===== config.mk =====
export PLATFORM = sky130hd
export DESIGN_NAME = data_assembler
export DESIGN_NICKNAME = d
export VERILOG_FILES = /design/src/rtl/uart_pkg.sv /design/src/rtl/byte_timeout_counter.sv /design/src/rtl/data_assembler.sv
export SDC_FILE = /design/constraint.sdc
export NUM_CORES = 1
export LEC_CHECK = 0
export ABC_CLOCK_PERIOD_IN_PS = 1600
export CORE_MARGIN = 4
export CORE_UTILIZATION = 47
export DETAILED_ROUTE_END_ITERATION = 8
export PLACE_DENSITY = 0.74
export SLEW_MARGIN = 25
export SYNTH_ARGS = -nofsm -noshare
export SYNTH_HDL_FRONTEND = slang
export SYNTH_SLANG_ARGS = --single-unit

===== constraint.sdc =====
create_clock -name clk -period 1.6 [get_ports clk]
set_input_delay 0.16 -clock clk [delete_from_list [all_inputs] [get_ports clk]]
set_output_delay 0.16 -clock clk [all_outputs]
set_load 0.01 [all_outputs]

===== src/rtl/uart_pkg.sv =====
// Shared UART-path definitions: byte/word widths, FSM states and the default
// inter-byte timeout, so serializer and assembler agree on layout and ordering.
package uart_pkg;

  localparam int BYTE_W                 = 8;
  localparam int WORD_W                 = 16;
  localparam int DEFAULT_TIMEOUT_CYCLES = 50000;

  typedef enum logic [1:0] {
    IDLE    = 2'b00,
    WAIT_LO = 2'b01
  } state_e;

  // Width needed to hold 0..cycles, never narrower than one bit.
  function automatic int cnt_width(input int cycles);
    return (cycles < 1) ? 1 : $clog2(cycles + 1);
  endfunction

endpackage


===== src/rtl/byte_timeout_counter.sv =====
// Saturating inter-byte counter; flags the terminal-count cycle while counting.
module byte_timeout_counter
  import uart_pkg::*;
#(
  parameter int  TIMEOUT_CYCLES = DEFAULT_TIMEOUT_CYCLES,
  localparam int CNT_W          = cnt_width(TIMEOUT_CYCLES)
) (
  input  logic clk,
  input  logic reset,
  input  logic clear,
  input  logic enable,
  output logic expired
);

  localparam logic [CNT_W-1:0] ONE  = CNT_W'(1);
  localparam logic [CNT_W-1:0] TERM = (TIMEOUT_CYCLES == 0) ? '0 : CNT_W'(TIMEOUT_CYCLES - 1);

  logic [CNT_W-1:0] cnt_d, cnt_q;

  always_comb begin
    cnt_d = cnt_q;
    if (clear) begin
      cnt_d = '0;
    end else if (enable && (cnt_q != '1)) begin
      cnt_d = cnt_q + ONE;
    end
  end

  always_ff @(posedge clk or negedge reset) begin
    if (!reset) begin
      cnt_q <= '0;
    end else begin
      cnt_q <= cnt_d;
    end
  end

  // A zero timeout disables expiry entirely.
  assign expired = (TIMEOUT_CYCLES != 0) && enable && (cnt_q == TERM);

endmodule


===== src/rtl/data_assembler.sv =====
// Packs pairs of received bytes into 16-bit words (first byte high) and drops
// a stranded first byte after an inter-byte timeout or on flush.
module data_assembler
  import uart_pkg::*;
#(
  parameter int TIMEOUT_CYCLES = DEFAULT_TIMEOUT_CYCLES
) (
  input  logic              clk,
  input  logic              reset,
  input  logic [BYTE_W-1:0] i_data,
  input  logic              i_enable,
  input  logic              i_flush,
  output logic [WORD_W-1:0] o_data,
  output logic              o_enable,
  output logic              o_busy,
  output logic              o_timeout
);

  state_e            state_d, state_q;
  logic [BYTE_W-1:0] hi_reg_d, hi_reg_q;
  logic [WORD_W-1:0] data_d, data_q;
  logic              enable_d, enable_q;
  logic              busy_d, busy_q;
  logic              timeout_d, timeout_q;
  logic              cnt_clear, cnt_enable, cnt_expired;

  assign cnt_clear  = !i_flush && (state_q == IDLE) && i_enable;
  assign cnt_enable = (state_q == WAIT_LO) && !i_enable;

  byte_timeout_counter #(
    .TIMEOUT_CYCLES(TIMEOUT_CYCLES)
  ) u_timeout (
    .clk    (clk),
    .reset  (reset),
    .clear  (cnt_clear),
    .enable (cnt_enable),
    .expired(cnt_expired)
  );

  always_comb begin
    state_d   = state_q;
    hi_reg_d  = hi_reg_q;
    data_d    = data_q;
    enable_d  = 1'b0;
    timeout_d = 1'b0;
    // Flush wins over both a strobe and an expiring timeout.
    if (i_flush) begin
      state_d = IDLE;
    end else begin
      case (state_q)
        IDLE: begin
          if (i_enable) begin
            hi_reg_d = i_data;
            state_d  = WAIT_LO;
          end
        end
        WAIT_LO: begin
          if (i_enable) begin
            data_d   = {hi_reg_q, i_data};
            enable_d = 1'b1;
            state_d  = IDLE;
          end else if (cnt_expired) begin
            timeout_d = 1'b1;
            state_d   = IDLE;
          end
        end
        default: state_d = IDLE;
      endcase
    end
    busy_d = (state_d == WAIT_LO);
  end

  always_ff @(posedge clk or negedge reset) begin
    if (!reset) begin
      state_q   <= IDLE;
      hi_reg_q  <= '0;
      data_q    <= '0;
      enable_q  <= 1'b0;
      busy_q    <= 1'b0;
      timeout_q <= 1'b0;
    end else begin
      state_q   <= state_d;
      hi_reg_q  <= hi_reg_d;
      data_q    <= data_d;
      enable_q  <= enable_d;
      busy_q    <= busy_d;
      timeout_q <= timeout_d;
    end
  end

  assign o_data    = data_q;
  assign o_enable  = enable_q;
  assign o_busy    = busy_q;
  assign o_timeout = timeout_q;

endmodule


**Word level (Yosys, flattened, before mapping)**

Cells that the tools add are included.
W data, S select, Z words.

- $add $sub $neg: 1
- Equality and inequality tests: 4
- Multiplexer cells: 14
- Bitwise gates (word level): 1
- Reduce and logical (&&, ||, !) cells: 11

Operators with widths:

| cell | count |
|---|---|
| $mux W16 | 2 |
| $add A16 B1 Y16 const B | 1 |
| $eq A16 B16 Y1 const B | 1 |
| $ne A16 B16 Y1 const B | 1 |
| $mux W2 | 4 |
| $mux W1 | 7 |
| $reduce_and A3 Y1 | 2 |
| $logic_and A1 B1 Y1 | 5 |
| $eq A2 B1 Y1 const B | 2 |
| $pmux W2 S2 | 1 |
| $logic_not A1 Y1 | 2 |
| $logic_not A2 Y1 | 1 |
| $reduce_bool A2 Y1 | 1 |
| $not A1 Y1 | 1 |

- Register bits after elaboration: 45
- Input port bits: 12
- Output and inout bits: 19
- Logic and storage cells: 38

**Logic depth before layout (Yosys ltp)**

Gate-level depths: netlist of run 1.

- Depth after elaboration: 8
- Gate-level depth with buffers: 6
- Gate-level depth less buffers: 5

**Cells and area by module**

Synthesis of run 1 repeated with hierarchy kept, for this count alone.

- Cell total of the unflattened synthesis: 162
- Area total of the unflattened synthesis: 2075.7 um^2

By module, submodules not included:

| module | times used | cells an instance | area an instance (um^2) | seq. area each (um^2) |
|---|---|---|---|---|
| data_assembler | 1 | 65 | 1151.1 | 725.7 |
| byte_timeout_counter | 1 | 97 | 924.6 | 400.4 |

**Worst setup path after synthesis of run 1**

Ideal clock, no wire load.

- Path type: register to register
- From: reg u_timeout.cnt_q[0]
- To: reg u_timeout.cnt_q[7]
- Library setup time: 0.129 ns
- Arrival time: 1.501 ns
- Required time: 1.471 ns
- Setup slack: -0.030 ns
- Cell stages (with the launch flop): 7
- Buffers on the path: 1
- Clock period less this slack: 1.630 ns
- Cells stage by stage: dfrtp_1 -> ha_1 -> nand4_1 -> o41ai_4 -> buf_6 -> nor3_1 -> mux2i_1

- Longest elaborated chain between the ends: 3
- Elaborated cells between the ends (all ways): 6
- Those cells by class: add/sub: 1; eq/ne: 1; mux: 2; reduce/logical: 2

RTL lines:

| element | line | source |
|---|---|---|
| start: declaration | byte_timeout_counter.sv:18 | `logic [CNT_W-1:0] cnt_d, cnt_q;` |
| start signal: assignment | byte_timeout_counter.sv:33 | `cnt_q <= cnt_d;` |
| $add A16 B1 Y16 / $ne A16 B16 Y1 (equally long branches) | byte_timeout_counter.sv:25, byte_timeout_counter.sv:24 |  |
| $mux W16 / $logic_and A1 B1 Y1 (equally long branches) | byte_timeout_counter.sv:24 | `end else if (enable && (cnt_q != '1)) begin` |
| $mux W16 / $reduce_bool A2 Y1 (equally long branches) | n/a |  |

Several ways; a longest one is shown, not always the timed one. The select of a mux whose other input is x is not followed.
A chain may end at the register's enable or synchronous reset.

**Worst setup path after layout of run 1**

- From: reg state_q[1]
- To: reg u_timeout.cnt_q[15]

- Longest elaborated chain between the ends: 4
- Elaborated cells between the ends (all ways): 8
- Those cells by class: eq/ne: 1; mux: 1; reduce/logical: 6

RTL lines:

| element | line | source |
|---|---|---|
| start: declaration | data_assembler.sv:19 | `state_e state_d, state_q;` |
| start signal: assignment | data_assembler.sv:82 | `state_q <= state_d;` |
| $eq A2 B1 Y1 / $logic_not A2 Y1 (equally long branches) | data_assembler.sv:28, data_assembler.sv:27 |  |
| $logic_and A1 B1 Y1, on equally long branches | data_assembler.sv:28, data_assembler.sv:27 |  |
| $logic_and A1 B1 Y1, on equally long branches | byte_timeout_counter.sv:24, data_assembler.sv:27 |  |
| $reduce_bool A2 Y1 (no source line) / $mux W16 (equally long branches) | n/a |  |

Several ways; a longest one is shown, not always the timed one.

==> metrics.log, run 1 <==
[metrics] status: finished with violations
[metrics] failing checks: setup timing
[metrics] worst-case setup slack after placement: -0.258 ns
[metrics] critical-path maximum fanout: 5
[metrics] die span in x: 73.0 um
[metrics] share of final-layout standard cells stronger than drive strength 1: 30.3%
[metrics] overflow left after global routing: 0
[metrics] Final Hold Vio Count: 0
[metrics] unrepaired setup endpoints after global routing: true
[metrics] P per Cell Area: 907 mW/mm^2
[metrics] area of the core: 0.00406 mm^2
[metrics] H-tree lvl count: 2
[metrics] starting utilization of the core area: 49.0%
[metrics] max-cap viol count: 0
[metrics] final period utilization: 106%
[metrics] count of pins on the block boundary: 31
[metrics] Clock Pin Slew Worst Setup and Hold Paths: 0.08 ns
[metrics] total via count in the routed design: 1609
[metrics] distinct cell type count of the synthesized netlist: 33
[metrics] antenna violations before repair: 0
[metrics] leakage power summed over all cells: 0.00121 uW
[metrics] nets in the synthesized netlist: 188
[metrics] number of warnings reported in the yosys synthesis log: 0
[metrics] achievable clock frequency: 591 MHz
[metrics] WP data required: 1.82 ns
[metrics] worst setup path startpoint: state_q[1]
[metrics] maximum vdd ir drop: 0.513 mV
[metrics] number of optimization iterations in the first detailed-route pass: 4
[metrics] final period demand of the worst path: 1.69 ns
[metrics] startpoint type of the worst setup path: flip-flop
[metrics] row count: 23
[metrics] placement-stage cell area: 0.00256 mm^2
[metrics] Avg Cell Area, Syn: 11.4 um^2
[metrics] vias in the first global route: 1644
[metrics] CTS tree: built
[metrics] pin count of the biggest net entering global routing: 24
[metrics] number of clock buffers inserted by TritonCTS: 5
[metrics] clock sink total: 45
[metrics] mapped cell area: 0.00199 mm^2
[metrics] # DRC: 0
[metrics] fin area: 0.00275 mm^2
[metrics] number of max-slew violations in the final report: 0
[metrics] average detailed-routed wire length per instance: 15.9 um
[metrics] Worst Tran Pin Value: 0.546 ns
[metrics] # nets final: 253
[metrics] first-pass GRT wire length: 7.78 mm
[metrics] CP arrival: 1.91 ns
[metrics] final routed wirelength across all metal layers: 4.62 mm
[metrics] post-detail-place hpwl: 3.29 mm
[metrics] overall track demand over capacity in global routing: 19.0%
[metrics] die boundary height: 73.0 um
[metrics] count of state elements after synthesis: 45
[metrics] area of the die: 0.00533 mm^2
[metrics] clk root buf: clkbuf_8
[metrics] Clock Skew: 0.00553 ns
[metrics] Max-slew headroom: 63.6%
[metrics] share of flip-flops with an asynchronous set or reset: 100%
[metrics] commonest register cell after synthesis: dfrtp_1
[metrics] buffer depth of the longest clock path: 2
[metrics] final antenna-violating net count: 0
[metrics] count of antenna diodes in the layout: 0
[metrics] worst hold-check path type: in2async
[metrics] number of buffers added on ports: 30
[metrics] Crit. End Element: flip-flop
[metrics] number of synthesized flops with an enable pin: 0
[metrics] worst-skew pair later-pin latency: 0.30 ns
[metrics] Syn Inst Count: 175
[metrics] number of design-rule violations left by the first detailed-router iteration: 93
[metrics] area grow syn2layout: 38.3%
[metrics] Avg Vias per Cell: 5.53
[metrics] routability cong.: 0.891
[metrics] Fillers: 296
[metrics] Setup CP Type: reg2reg
[metrics] smallest setup slack after layout: -0.0922 ns
[metrics] Reg2Reg Launch Point: state_q[1]
[metrics] endpoints failing setup: 13
[metrics] sequential element share of the synthesized area: 56.7%
-- metal layers --
metal | GRT usage [%] | vias to the layer above | wire length, um
met5 | 0 | - | 0
met4 | 6.35 | 0 | 101
met3 | 4.55 | 10 | 169
met2 | 32.0 | 35 | 2470
met1 | 23.9 | 800 | 1880
li1 | - | 764 | -
-- state kept, by name, indices dropped and copies added (netlist names) --
signal and count:
o_data 16, u_timeout.cnt_q 16, hi_reg_q 8, state_q 2, o_busy 1, o_enable 1
o_timeout 1
-- through the flow --
stage          total power [uW]  setup TNS, ns  hold WS (ns)  cells  util [%]
4_1_cts                    2520        -0.0196         0.396    290      66.1
3_5_place_dp               1830          -4.02         0.180    280      63.2
5_1_grt                    2630          -1.71         0.422    291      67.7
3_3_place_gp               1800          -2.24         0.164    280      63.2
2_1_floorplan              1520              0        -0.136    175         -
6_report                   2490         -0.600         0.378    291      67.7
-- where the power goes --
part | total, uW | internal (uW) | leakage [uW] | switching [uW]
sequential | 1330 | 1270 | 0.000598 | 68.9
combinational | 470 | 284 | 0.000576 | 185
clock | 687 | 308 | 0.0000374 | 379
-- Yosys cell counts, types with 3 or more instances --
cell type / count / area share, %
nor2_1: 4 / 0.76
o31ai_1: 5 / 1.9
mux2_2: 16 / 9.1
or4_1: 3 / 1.1
o21ai_0: 4 / 1.0
nand4_1: 6 / 1.9
and3_1: 4 / 1.3
nand3_1: 4 / 1.0
mux2i_1: 4 / 2.0
a21oi_1: 8 / 2.0
or3_1: 4 / 1.3
dfrtp_1: 45 / 57
buf_2: 3 / 0.76
nand2_1: 40 / 7.6
and4_1: 3 / 1.3
-- cell type report --
type	count	area (um^2)	area share, %
clock inverters	2	15.0	0.546
clock buffers	6	72.6	2.64
well taps	50	62.6	2.28
multi-input cells	125	901	32.8
repair buffers	63	571	20.8
flip-flops and latches	45	1130	41.0
-- logic make-up (layout without fill, tap and decap cells) --
family / after synthesis / count (layout) / synth area share [%]
fa+ha+maj: 1 / 1 / 0.630
buf+inv: 5 / 71 / 1.51
simple gates: 77 / 77 / 20.2
xor+xnor: 1 / 1 / 0.441
flops: 45 / 45 / 56.7
other cells: 1 / 1 / 0.189
mux: 20 / 20 / 11.1
compound gates: 25 / 25 / 9.26
-- worst paths after layout --
kind / to / slack (ns) / cells after the start
worst max register to register: u_timeout.cnt_q[15] / -0.09 / 4
worst max-delay path: u_timeout.cnt_q[15] / -0.09 / 4
max in group asynchronous: state_q[0] / 0.71 / 3
min in group clk: hi_reg_q[7] / 0.41 / 3
worst min-delay path: u_timeout.cnt_q[1] / 0.38 / 2
worst min register to register: hi_reg_q[5] / 0.48 / 2
-- cell usage in the layout, fill, tap and decap left out, types with 2 or more instances in the layout --
| master | count |
|---|---|
| buf_4 | 30 |
| or3_1 | 2 |
| nor2_1 | 4 |
| clkdlybuf4s50_1 | 29 |
| nand3_1 | 3 |
| nor3_2 | 2 |
| nand3b_1 | 2 |
| or3_4 | 2 |
| o21ai_1 | 2 |
| buf_12 | 2 |
| mux2i_1 | 4 |
| o211ai_1 | 2 |
| clkbuf_8 | 5 |
| nand4_1 | 6 |
| and3_1 | 4 |
| clkinvlp_4 | 2 |
| a21oi_1 | 4 |
| o31ai_1 | 5 |
| nand2_1 | 39 |
| o21ai_0 | 2 |
| a21boi_0 | 2 |
| and4_1 | 2 |
| a21oi_2 | 4 |
| dfrtp_1 | 45 |
| mux2_2 | 16 |
| or4_1 | 3 |
-- worst max-delay path, cell delays in order, from the launching register on --
cell     delay [ns]
dfrtp_1        0.43
nor3b_4        0.32
o41ai_4        0.16
or4_1          0.53
a21oi_1        0.16
-- what timing repair did --
action	4_1_cts	5_1_grt
buffers inserted	1	1
endpoints found under the hold margin	22	0
pin swaps	6	9
endpoints found under the setup margin	10	15
gates resized for setup	4	14
hold buffers	1	0
Power figures use the tool's default switching activity.
==> run 2: changes to the inputs <==
--- a/config.mk
+++ b/config.mk
@@ -6,6 +6,7 @@
 export NUM_CORES = 1
 export LEC_CHECK = 0
 export ABC_CLOCK_PERIOD_IN_PS = 1600
+export CAP_MARGIN = 20
 export CORE_MARGIN = 4
 export CORE_UTILIZATION = 47
 export DETAILED_ROUTE_END_ITERATION = 8
==> results of run 2 <==
Final layout, timing and power as in run 1 (identical DEF).
==> run 3: changes to the inputs <==
--- a/config.mk
+++ b/config.mk
@@ -5,12 +5,12 @@
 export SDC_FILE = /design/constraint.sdc
 export NUM_CORES = 1
 export LEC_CHECK = 0
-export ABC_CLOCK_PERIOD_IN_PS = 1600
+export ABC_CLOCK_PERIOD_IN_PS = 1900
 export CAP_MARGIN = 20
 export CORE_MARGIN = 4
-export CORE_UTILIZATION = 47
+export CORE_UTILIZATION = 53
 export DETAILED_ROUTE_END_ITERATION = 8
-export PLACE_DENSITY = 0.74
+export PLACE_DENSITY = 0.79
 export SLEW_MARGIN = 25
 export SYNTH_ARGS = -nofsm -noshare
 export SYNTH_HDL_FRONTEND = slang
==> constraint.sdc (replaced) <==
create_clock -name clk -period 1.9 [get_ports clk]
set_input_delay 0.19 -clock clk [delete_from_list [all_inputs] [get_ports clk]]
set_output_delay 0.19 -clock clk [all_outputs]
set_load 0.05 [all_outputs]
==> run 3 against run 2 <==
  * The flow now finishes without violations
  * First-iteration DRC count increased by 53%
  * Global-route usage grew 0.65 points
  * Flip-flop and latch count is the same
  * Clock power is 3.2% higher
  * Clock-buffer cell count unchanged
  * Clock skew hardly changed
  * Fmax shrank 9.7%
  * Critical endpoint is now u_timeout.cnt_q[13]
  * Largest cell class unchanged
==> metrics.log, run 3 (synthesis results as in run 1) <==
[metrics] antenna violations before repair: 0
[metrics] clock sink total: 45
[metrics] Clock Skew: 0.00593 ns
[metrics] # DRC: 0
[metrics] Setup CP Type: reg2reg
[metrics] termination of the worst setup path: u_timeout.cnt_q[13]
[metrics] register share of total power: 46.0%
[metrics] status: finished clean
[metrics] number of buffers added on ports: 30
[metrics] Worst path depth: 7
[metrics] final antenna-violating net count: 0
[metrics] max-cap viol count: 0
[metrics] number of non-filler instances in the completed layout: 277
[metrics] final routed wirelength across all metal layers: 4.53 mm
[metrics] Final Hold Vio Count: 0
[metrics] first-pass GRT wire length: 7.59 mm
[metrics] Max-slew headroom: 43.3%
[metrics] stage delay of the slowest cell on the critical path: 0.49 ns
[metrics] Crit. End Element: flip-flop
[metrics] Clock power frac: 29.0%
[metrics] final period demand of the worst path: 1.87 ns
[metrics] critical-path maximum fanout: 4
[metrics] number of max-slew violations in the final report: 0
[metrics] most common library cell in the layout ignoring fill and taps: dfrtp_1
[metrics] combined area of the multi-input logic cells: 837 um^2
[metrics] worst-case reg-to-reg path depth: 7
[metrics] net switching power of the design: 750 uW
[metrics] final period utilization: 98.7%
[metrics] leading cell types in the layout, fill and taps excluded: dfrtp_1, nand2_1, clkdlybuf4s50_1
[metrics] Worst path slowest cell: o41ai_4
[metrics] family with the most delay on the worst path: compound AO/OA/AOI/OAI gates
[metrics] CP arrival: 2.09 ns
[metrics] endpoint of the lowest-slack register-to-register path: u_timeout.cnt_q[13]
[metrics] # nets final: 243
[metrics] total via count in the routed design: 1630
[metrics] number of optimization iterations in the first detailed-route pass: 4
[metrics] area of the core: 0.00347 mm^2
[metrics] number of clock buffers inserted by TritonCTS: 5
[metrics] worst setup path startpoint: u_timeout.cnt_q[1]
[metrics] routability cong.: 0.852
[metrics] H-tree lvl count: 2
[metrics] Clock Pin Slew Worst Setup and Hold Paths: 0.08 ns
[metrics] Fillers: 239
[metrics] internal power of the cells: 1700 uW
[metrics] die span in x: 69.2 um
[metrics] number of design-rule violations left by the first detailed-router iteration: 142
[metrics] unrepaired setup endpoints after global routing: true
[metrics] Avg Vias per Cell: 5.88
[metrics] overall power: 2450 uW
[metrics] buffer depth of the longest clock path: 2
[metrics] pin count of the biggest net entering global routing: 40
[metrics] starting utilization of the core area: 57.3%
[metrics] share of total power in combinational logic: 25.1%
[metrics] P per Cell Area: 926 mW/mm^2
[metrics] startpoint type of the worst setup path: flip-flop
[metrics] setup slack of the worst register-to-register path: 0.03 ns
[metrics] overflow left after global routing: 0
[metrics] achievable clock frequency: 533 MHz
[metrics] cell count after placement: 265
[metrics] WP data required: 2.12 ns
[metrics] count of antenna diodes in the layout: 0
[metrics] number of buffers inserted by hold repair at cts: 0
[metrics] row count: 21
[metrics] leakage power summed over all cells: 0.00117 uW
[metrics] Reg2Reg Launch Point: u_timeout.cnt_q[1]
[metrics] worst hold-check path type: in2async
[metrics] sum of buffers and inverters on the critical path: 2
[metrics] footprint of the flip-flops and latches: 0.00113 mm^2
[metrics] worst-skew pair later-pin latency: 0.29 ns
[metrics] post-detail-place hpwl: 3.21 mm
[metrics] switching part of the total: 30.7%
[metrics] clk root buf: clkbuf_8
[metrics] share of final-layout standard cells stronger than drive strength 1: 22.5%
[metrics] die boundary height: 69.2 um
[metrics] Worst Tran Pin Value: 0.850 ns
[metrics] CTS tree: built
[metrics] overall track demand over capacity in global routing: 19.7%
[metrics] average detailed-routed wire length per instance: 16.4 um
[metrics] maximum vdd ir drop: 0.722 mV
[metrics] count of pins on the block boundary: 31
[metrics] endpoints failing setup: 0
[metrics] Cell Chain, Critical Path: ha_2 -> nand4_1 -> o41ai_4 -> buf_4 -> buf_12 -> o31ai_1 -> a21oi_1
[metrics] vias in the first global route: 1671
[metrics] area grow syn2layout: 32.9%
[metrics] area of the die: 0.00479 mm^2
run 3: worst min-delay path by stage:
| stage | to | slack, ns | start |
|---|---|---|---|
| detailed placement | u_timeout.cnt_q[13] | 0.34 | reset |
| CTS | hi_reg_q[7] | 0.02 | reset |
| global route | hi_reg_q[7] | 0.07 | reset |
| global placement | u_timeout.cnt_q[6] | 0.31 | reset |
| finish | o_data[8] | 0.004 | reset |
| floorplan | hi_reg_q[0] | -0.11 | reset |
run 3: worst reg2reg max path: stages, from the launching register on:
cell and delay [ns]:
dfrtp_1 0.39, ha_2 0.20, nand4_1 0.17, o41ai_4 0.49
buf_4 0.22, buf_12 0.10, o31ai_1 0.08, a21oi_1 0.15
run 3: final cells by class:
type | count | share of cell area, %
clock buffer | 6 | 2.75
clock inverter | 2 | 1.47
multi-input combinational | 125 | 31.7
sequential | 45 | 42.6
tap | 46 | 2.18
timing repair buffer | 53 | 19.3
run 3: repair_timing:
| action | 4_1_cts | 5_1_grt |
|---|---|---|
| gates resized for setup | 0 | 4 |
| pin swaps | 1 | 4 |
| setup buffers | 0 | 4 |
| setup endpoints to repair | 1 | 4 |
run 3: routing by layer:
layer	GRT usage, %	vias up	share of wire (%)
met1	21.9	801	39
li1	-	754	-
met3	4.20	7	6.6
met2	37.0	68	54
met5	0	-	0
met4	6.29	0	1.0
run 3: through the flow:
step	utilization [%]	setup WS, ns	TNS (ns)	area [um^2]	hold slack (ns)
finish	76.2	0.0251	0	2640	0.00367
global route	76.2	-0.0628	-0.276	2640	0.0715
CTS	74.6	0.0316	0	2590	0.0227
detailed placement	71.4	-0.0603	-0.143	2480	0.337
global placement	71.4	0.0250	0	2480	0.315
floorplan	-	0.270	0	1990	-0.106
run 3: power by group through the flow:
stage                     logic, uW  clock network (uW)  registers (uW)
final                           613                 709            1120
after global routing            646                 765            1140
after CTS                       613                 720            1130
after detailed placement        609                   0            1150
after global placement          595                   0            1140
after floorplan                 112                   0            1390
